## src/rtl/core_mem_arbiter_pkg.sv

```systemverilog
// Shared types for the fetch/data memory arbiter: word/pointer types, arbiter
// state encoding and the pending-request record held per port.
package core_mem_arbiter_pkg;

  typedef logic [29:0] ptr_t;
  typedef logic [31:0] word_t;

  typedef enum logic [1:0] {
    ARB_IDLE  = 2'd0,
    ARB_FETCH = 2'd1,
    ARB_DATA  = 2'd2
  } arb_state_t;

  typedef enum logic {
    GRANT_FETCH = 1'b0,
    GRANT_DATA  = 1'b1
  } grant_t;

  typedef struct packed {
    ptr_t  addr;
    logic  write;
    word_t data;
  } mem_req_t;

  localparam mem_req_t MEM_REQ_NONE = '0;

  // Word pointer to byte address on the external bus.
  function automatic word_t byte_addr(input ptr_t ptr);
    return {ptr, 2'b00};
  endfunction

endpackage

```

## src/rtl/core_mem_arbiter_if.sv

```systemverilog
// Avalon-style external memory bus seen by the arbiter: the arbiter is the
// master and drives the command, the memory side returns data and stalls.
interface core_mem_arbiter_if;
  import core_mem_arbiter_pkg::*;

  word_t bus_addr;
  logic  bus_read;
  logic  bus_write;
  word_t bus_wrdata;
  word_t bus_rddata;
  logic  bus_waitrequest;

  modport master (
    output bus_addr,
    output bus_read,
    output bus_write,
    output bus_wrdata,
    input  bus_rddata,
    input  bus_waitrequest
  );

  modport slave (
    input  bus_addr,
    input  bus_read,
    input  bus_write,
    input  bus_wrdata,
    output bus_rddata,
    output bus_waitrequest
  );

endinterface

```

## src/rtl/core_mem_arbiter_slot.sv

```systemverilog
// One pending-request register per requester. The slot stays valid from the
// captured start pulse until its bus transaction completes.
module core_mem_arbiter_slot
  import core_mem_arbiter_pkg::*;
(
  input  logic     clk,
  input  logic     rst_n,
  input  logic     start,
  input  mem_req_t req_in,
  input  logic     clear,
  output logic     cand,
  output mem_req_t cand_req
);

  logic     valid;
  mem_req_t req;

  always_ff @(posedge clk or negedge rst_n) begin
    if (!rst_n) begin
      valid <= 1'b0;
      req   <= MEM_REQ_NONE;
    end else if (start && !valid) begin
      valid <= 1'b1;
      req   <= req_in;
    end else if (clear) begin
      valid <= 1'b0;
    end
  end

  // A start arriving at this edge is already a candidate for the arbiter.
  assign cand     = valid | start;
  assign cand_req = valid ? req : req_in;

  a_no_start_while_busy : assert property (
    @(posedge clk) disable iff (!rst_n) !(start && valid)
  ) else $error("core_mem_arbiter_slot: start while request pending or granted");

endmodule

```

## src/rtl/core_mem_arbiter.sv

```systemverilog
// Shares the external memory bus between instruction fetch and load/store.
// One transaction at a time; the other port's request is issued back-to-back.
//
//   state     | meaning
//   ARB_IDLE  | no command on the bus, waiting for a start or pending slot
//   ARB_FETCH | fetch command on the bus, held until waitrequest drops
//   ARB_DATA  | load/store command on the bus, held until waitrequest drops
module core_mem_arbiter
  import core_mem_arbiter_pkg::*;
#(
  parameter bit FAIR       = 1'b1,
  parameter bit DATA_FIRST = 1'b1
) (
  input  logic                       clk,
  input  logic                       rst_n,
  input  logic                       insn_start,
  input  ptr_t                       insn_addr,
  output logic                       insn_ready,
  output word_t                      insn_data,
  input  logic                       data_start,
  input  logic                       data_write,
  input  ptr_t                       data_addr,
  input  word_t                      data_wr,
  output logic                       data_ready,
  output word_t                      data_rd,
  core_mem_arbiter_if.master         bus
);

  arb_state_t state;
  grant_t     last_grant;
  logic       granted_once;

  mem_req_t insn_in;
  mem_req_t data_in;
  logic     insn_cand;
  logic     data_cand;
  mem_req_t insn_cand_req;
  mem_req_t data_cand_req;

  logic     accept;
  logic     insn_clear;
  logic     data_clear;
  logic     tie_data;
  logic     issue;
  logic     issue_data;
  mem_req_t next_req;

  assign insn_in = '{addr: insn_addr, write: 1'b0, data: '0};
  assign data_in = '{addr: data_addr, write: data_write, data: data_wr};

  assign accept     = (state != ARB_IDLE) && !bus.bus_waitrequest;
  assign insn_clear = (state == ARB_FETCH) && accept;
  assign data_clear = (state == ARB_DATA) && accept;

  core_mem_arbiter_slot u_insn_slot (
    .clk      (clk),
    .rst_n    (rst_n),
    .start    (insn_start),
    .req_in   (insn_in),
    .clear    (insn_clear),
    .cand     (insn_cand),
    .cand_req (insn_cand_req)
  );

  core_mem_arbiter_slot u_data_slot (
    .clk      (clk),
    .rst_n    (rst_n),
    .start    (data_start),
    .req_in   (data_in),
    .clear    (data_clear),
    .cand     (data_cand),
    .cand_req (data_cand_req)
  );

  // Until the first grant the fair rule has no history, so DATA_FIRST decides.
  assign tie_data = (FAIR && granted_once) ? (last_grant == GRANT_FETCH) : DATA_FIRST;

  always_comb begin
    issue      = 1'b0;
    issue_data = 1'b0;
    unique case (state)
      ARB_IDLE: begin
        issue      = insn_cand | data_cand;
        issue_data = data_cand && (!insn_cand || tie_data);
      end
      ARB_FETCH: begin
        issue      = accept && data_cand;
        issue_data = 1'b1;
      end
      ARB_DATA: begin
        issue      = accept && insn_cand;
        issue_data = 1'b0;
      end
      default: begin
        issue      = 1'b0;
        issue_data = 1'b0;
      end
    endcase
    next_req = issue_data ? data_cand_req : insn_cand_req;
  end

  always_ff @(posedge clk or negedge rst_n) begin
    if (!rst_n) begin
      state          <= ARB_IDLE;
      last_grant     <= GRANT_FETCH;
      granted_once   <= 1'b0;
      bus.bus_addr   <= '0;
      bus.bus_read   <= 1'b0;
      bus.bus_write  <= 1'b0;
      bus.bus_wrdata <= '0;
      insn_ready     <= 1'b0;
      insn_data      <= '0;
      data_ready     <= 1'b0;
      data_rd        <= '0;
    end else begin
      insn_ready <= 1'b0;
      data_ready <= 1'b0;

      if (accept) begin
        bus.bus_read  <= 1'b0;
        bus.bus_write <= 1'b0;
        state         <= ARB_IDLE;
        if (state == ARB_FETCH) begin
          insn_ready <= 1'b1;
          insn_data  <= bus.bus_rddata;
        end else begin
          data_ready <= 1'b1;
          // Stores leave the last load value visible.
          if (!bus.bus_write) begin
            data_rd <= bus.bus_rddata;
          end
        end
      end

      // Issue overrides the deassert above so the next command follows with no bubble.
      if (issue) begin
        bus.bus_addr   <= byte_addr(next_req.addr);
        bus.bus_read   <= !next_req.write;
        bus.bus_write  <= next_req.write;
        bus.bus_wrdata <= next_req.data;
        state          <= issue_data ? ARB_DATA : ARB_FETCH;
        last_grant     <= issue_data ? GRANT_DATA : GRANT_FETCH;
        granted_once   <= 1'b1;
      end
    end
  end

  a_one_command : assert property (
    @(posedge clk) disable iff (!rst_n) !(bus.bus_read && bus.bus_write)
  ) else $error("core_mem_arbiter: read and write asserted together");

endmodule

```

## src/flat_wrapper.sv

```systemverilog
// flat-port wrapper written by rule: the top's interface ports become plain ports
module core_mem_arbiter_flat import core_mem_arbiter_pkg::*;
#(
  parameter bit FAIR       = 1'b1,
  parameter bit DATA_FIRST = 1'b1
)
  (clk, rst_n, insn_start, insn_addr, insn_ready, insn_data, data_start, data_write, data_addr, data_wr, data_ready, data_rd, bus_bus_addr, bus_bus_read, bus_bus_write, bus_bus_wrdata, bus_bus_rddata, bus_bus_waitrequest);
  core_mem_arbiter_if bus_i ();
  input  logic clk;
  input  logic rst_n;
  input  logic insn_start;
  input  ptr_t insn_addr;
  output logic insn_ready;
  output word_t insn_data;
  input  logic data_start;
  input  logic data_write;
  input  ptr_t data_addr;
  input  word_t data_wr;
  output logic data_ready;
  output word_t data_rd;
  output wire logic [$bits(bus_i.bus_addr)-1:0] bus_bus_addr;
  output wire logic [$bits(bus_i.bus_read)-1:0] bus_bus_read;
  output wire logic [$bits(bus_i.bus_write)-1:0] bus_bus_write;
  output wire logic [$bits(bus_i.bus_wrdata)-1:0] bus_bus_wrdata;
  input wire logic [$bits(bus_i.bus_rddata)-1:0] bus_bus_rddata;
  input wire logic [$bits(bus_i.bus_waitrequest)-1:0] bus_bus_waitrequest;
  assign bus_bus_addr = bus_i.bus_addr;
  assign bus_bus_read = bus_i.bus_read;
  assign bus_bus_write = bus_i.bus_write;
  assign bus_bus_wrdata = bus_i.bus_wrdata;
  assign bus_i.bus_rddata = bus_bus_rddata;
  assign bus_i.bus_waitrequest = bus_bus_waitrequest;
  core_mem_arbiter #(.FAIR(FAIR), .DATA_FIRST(DATA_FIRST)) u_core (.clk(clk), .rst_n(rst_n), .insn_start(insn_start), .insn_addr(insn_addr), .insn_ready(insn_ready), .insn_data(insn_data), .data_start(data_start), .data_write(data_write), .data_addr(data_addr), .data_wr(data_wr), .data_ready(data_ready), .data_rd(data_rd), .bus(bus_i));
endmodule
```

## config.mk

```make
export PLATFORM = sky130hd
export DESIGN_NAME = core_mem_arbiter_flat
export DESIGN_NICKNAME = d
export VERILOG_FILES = /design/src/rtl/core_mem_arbiter_pkg.sv /design/src/rtl/core_mem_arbiter_if.sv /design/src/rtl/core_mem_arbiter_slot.sv /design/src/rtl/core_mem_arbiter.sv /design/src/flat_wrapper.sv
export SDC_FILE = /design/constraint.sdc
export NUM_CORES = 1
export LEC_CHECK = 0
export ABC_AREA = 1
export CAP_MARGIN = 20
export CORE_MARGIN = 2
export CORE_UTILIZATION = 52
export CTS_CLUSTER_DIAMETER = 60
export CTS_CLUSTER_SIZE = 14
export DETAILED_ROUTE_END_ITERATION = 10
export GPL_TIMING_DRIVEN = 0
export PLACE_DENSITY = 0.85
export SLEW_MARGIN = 20
export SYNTH_ARGS = -nofsm -noshare
export SYNTH_HDL_FRONTEND = slang
export SYNTH_HIERARCHICAL = 1
export SYNTH_SLANG_ARGS = --single-unit
```

## constraint.sdc

```tcl
create_clock -name clk -period 2.23 [get_ports clk]
set_input_delay 0.223 -clock clk [delete_from_list [all_inputs] [get_ports clk]]
set_output_delay 0.223 -clock clk [all_outputs]
set_load 0.02 [all_outputs]
```

==> metrics <==
final setup fails 0; element type at the critical path end flop; top-count cell post-synth nand2_1; initial core utilization 0.5263; CP most frequent cell nand2_1; share of the synthesized area in the top cell type 0.5168; Avg Cell Area, Syn 7.346 um^2; initial antenna violation count 3; # IOs 262; die area 0.02566 mm^2; dpl ws -0.2399 ns; Leak 9.146 nW; design area 0.01676 mm^2; crit-path cells buf_2, or2_2, nand2_1, nand2_1, nand2_1, nand2_1, nand2_2, buf_6, buf_4, nand2_1, nand2_1; Worst path slowest cell dfrtp_1; Core Rows 57; max_cap viols 0; Mapped Cells 1727; maximum number of pins on one net before global-route repair 98; CP delay by family, top simple AND/OR/NAND/NOR gates; Worst Path Class, Setup flop to flop; CP arrival 2.57 ns; TritonCTS clock tree built; clk slew on worst S/H paths 0.07 ns; sequential area share after synthesis 0.5168; Worst-Skew Late Latency 0.53 ns; Post-synth EDFFs 0; drt pass-1 iters 6; critical path launch point type flop; status complete, no violations; fmax 473.7 MHz; Clock Skew 0.01225 ns; Syn. warnings 6; final cell count without fillers 2417; top cells by count, synth nand2_1 (1022), dfrtp_1 (262), nand3_1 (194); FFs w/ async S/R, synth 1.000; worst relative slew slack 0.5721; TritonCTS buffer count 25; Max clock buf depth 3; GR Overflow Total 0; dpl hpwl 27120 um; input/output buffers 259; height of the die 160.2 um; placed inst area 0.01600 mm^2; Synth area leaders dfrtp_1 (52%), nand2_1 (30%), nand3_1 (7.7%); WL/cell 15.68 um; final RePlAce weighted congestion 0.8649; placed insts 2379; Core Util, Final 0.6953; Die X 160.2 um; H-tree Lvls 1; Post-CTS Setup Inserts 0; Antenna Nets Post-Route 0; CP Buf/Inv Count 3; Iter 0 DRT Violations 997; top cell type by total area after synthesis dfrtp_1; Worst Slack Setup Final 0.1188 ns; register bit count reported by yosys 262; Worst path max stage delay 0.39 ns; crit-path max FO 10; all-layer global routing usage 0.2933; P&R area growth vs syn 32.11%; number of global-route vias before repair 12519; DR vias 12438; fin. max-slew vios 0; WHS 0.2634 ns; Final nets 2217; first-pass GRT wire length 61310 um; top_reg_cell synth dfrtp_1; power density over the cells 1514 mW/mm^2; hold crit path type input port to flop; share of cells above drive strength 1 0.07556; Tmin final 2.111 ns; Final period util 0.9467; Max VDD drop 0.9396 mV; RSZ-0062 raised after global routing no; worst-margin pin slew 0.6419 ns; Post-Route WL 37900 um; # DRC 0; core box area 0.02411 mm^2; count of final hold-check violations 0; Clk Tree Root Cell clkbuf_16; Post-Syn Area 0.01269 mm^2; Crit path required time 2.69 ns; post-synthesis cell type count 21; vias per cell 5.146; Clock Sinks 262
## worst paths after layout
path,startpoint,endpoint,slack [ns],depth (start not counted)
setup / recovery,u_core/u_insn_slot/valid,u_core/bus.bus_addr[10],0.12,11
hold / removal,bus_bus_rddata[30],u_core/insn_data[30],0.26,3
setup reg to reg,u_core/u_insn_slot/valid,u_core/bus.bus_addr[10],0.12,11
hold reg to reg,u_core/u_insn_slot/req[0],u_core/u_insn_slot/req[0],0.47,2
max in group asynchronous,rst_n,u_core/u_data_slot/req[50],0.98,3
min in group asynchronous,rst_n,u_core/bus.bus_wrdata[9],0.29,2
## power by group
part	internal [W]	switching, W
clock network	0.00227	0.00180
registers	0.00694	0.00119
logic	0.00499	0.00819
total	0.0142	0.0112
## logic make-up after synthesis
group | Yosys count | synth area share
other cells | 1 | 0.0002956
fa+ha+maj | 4 | 0.003945
buf+inv | 162 | 0.06548
compound gates | 68 | 0.02712
flops | 262 | 0.5168
simple gates | 1230 | 0.3864
## stage by stage
step,power [W],TNS [ns]
5_1_grt,0.02725,0
4_1_cts,0.02534,0
3_3_place_gp,0.02064,-2694.71
3_5_place_dp,0.02112,-11.81
6_report,0.02538,0
2_1_floorplan,0.01617,0
## cell usage in the layout (no fill, tap or decap), types with 25 or more instances in the layout
cell type,count
inv_1,41
buf_4,34
conb_1,68
clkbuf_16,25
dfrtp_1,262
nand2_1,1022
clkdlybuf4s50_1,258
buf_2,68
o21ai_0,66
nand3_1,194
## metal layers
metal | vias to the layer above | GRT usage | share of wire
met5 | - | 0 | 0
met4 | 0 | 0.1061 | 0.031
li1 | 5973 | - | -
met1 | 5811 | 0.3550 | 0.38
met2 | 563 | 0.5106 | 0.50
met3 | 91 | 0.07247 | 0.091
## cell type report
cell class                      count  area, um^2
Antenna cell                        2       5.005
Buffer                            116       663.1
Clock buffer                       27       633.1
Clock inverter                      8       107.6
Fill cell                        1976        7345
Inverter                           46       172.7
Multi-Input combinational cell   1370        5555
Sequential cell                   262        6556
Tap cell                          324       405.4
Timing Repair Buffer              262        2663
## worst min-delay path, stage by stage
cell and delay (ns):
clkdlybuf4s50_1 0.39, inv_1 0.06, o21ai_0 0.07
## registers in the layout, summed over array words and instances, names as in the netlist
register                  flops
u_core/data_ready             1
u_core/bus.bus_addr          30
u_core/granted_once           1
u_core/insn_data             32
u_core/u_insn_slot/valid      1
u_core/insn_ready             1
u_core/bus.bus_wrdata        32
u_core/u_insn_slot/req       63
u_core/state                  2
u_core/bus.bus_read           1
u_core/last_grant             1
u_core/data_rd               32
u_core/bus.bus_write          1
u_core/u_data_slot/valid      1
u_core/u_data_slot/req       63
## timing repair
item,in CTS,in global routing
hold buffers,1,0
gates resized for setup,0,3
endpoints found under the hold margin,80,0
setup endpoints to repair,0,34
Power figures use the tool's default switching activity.
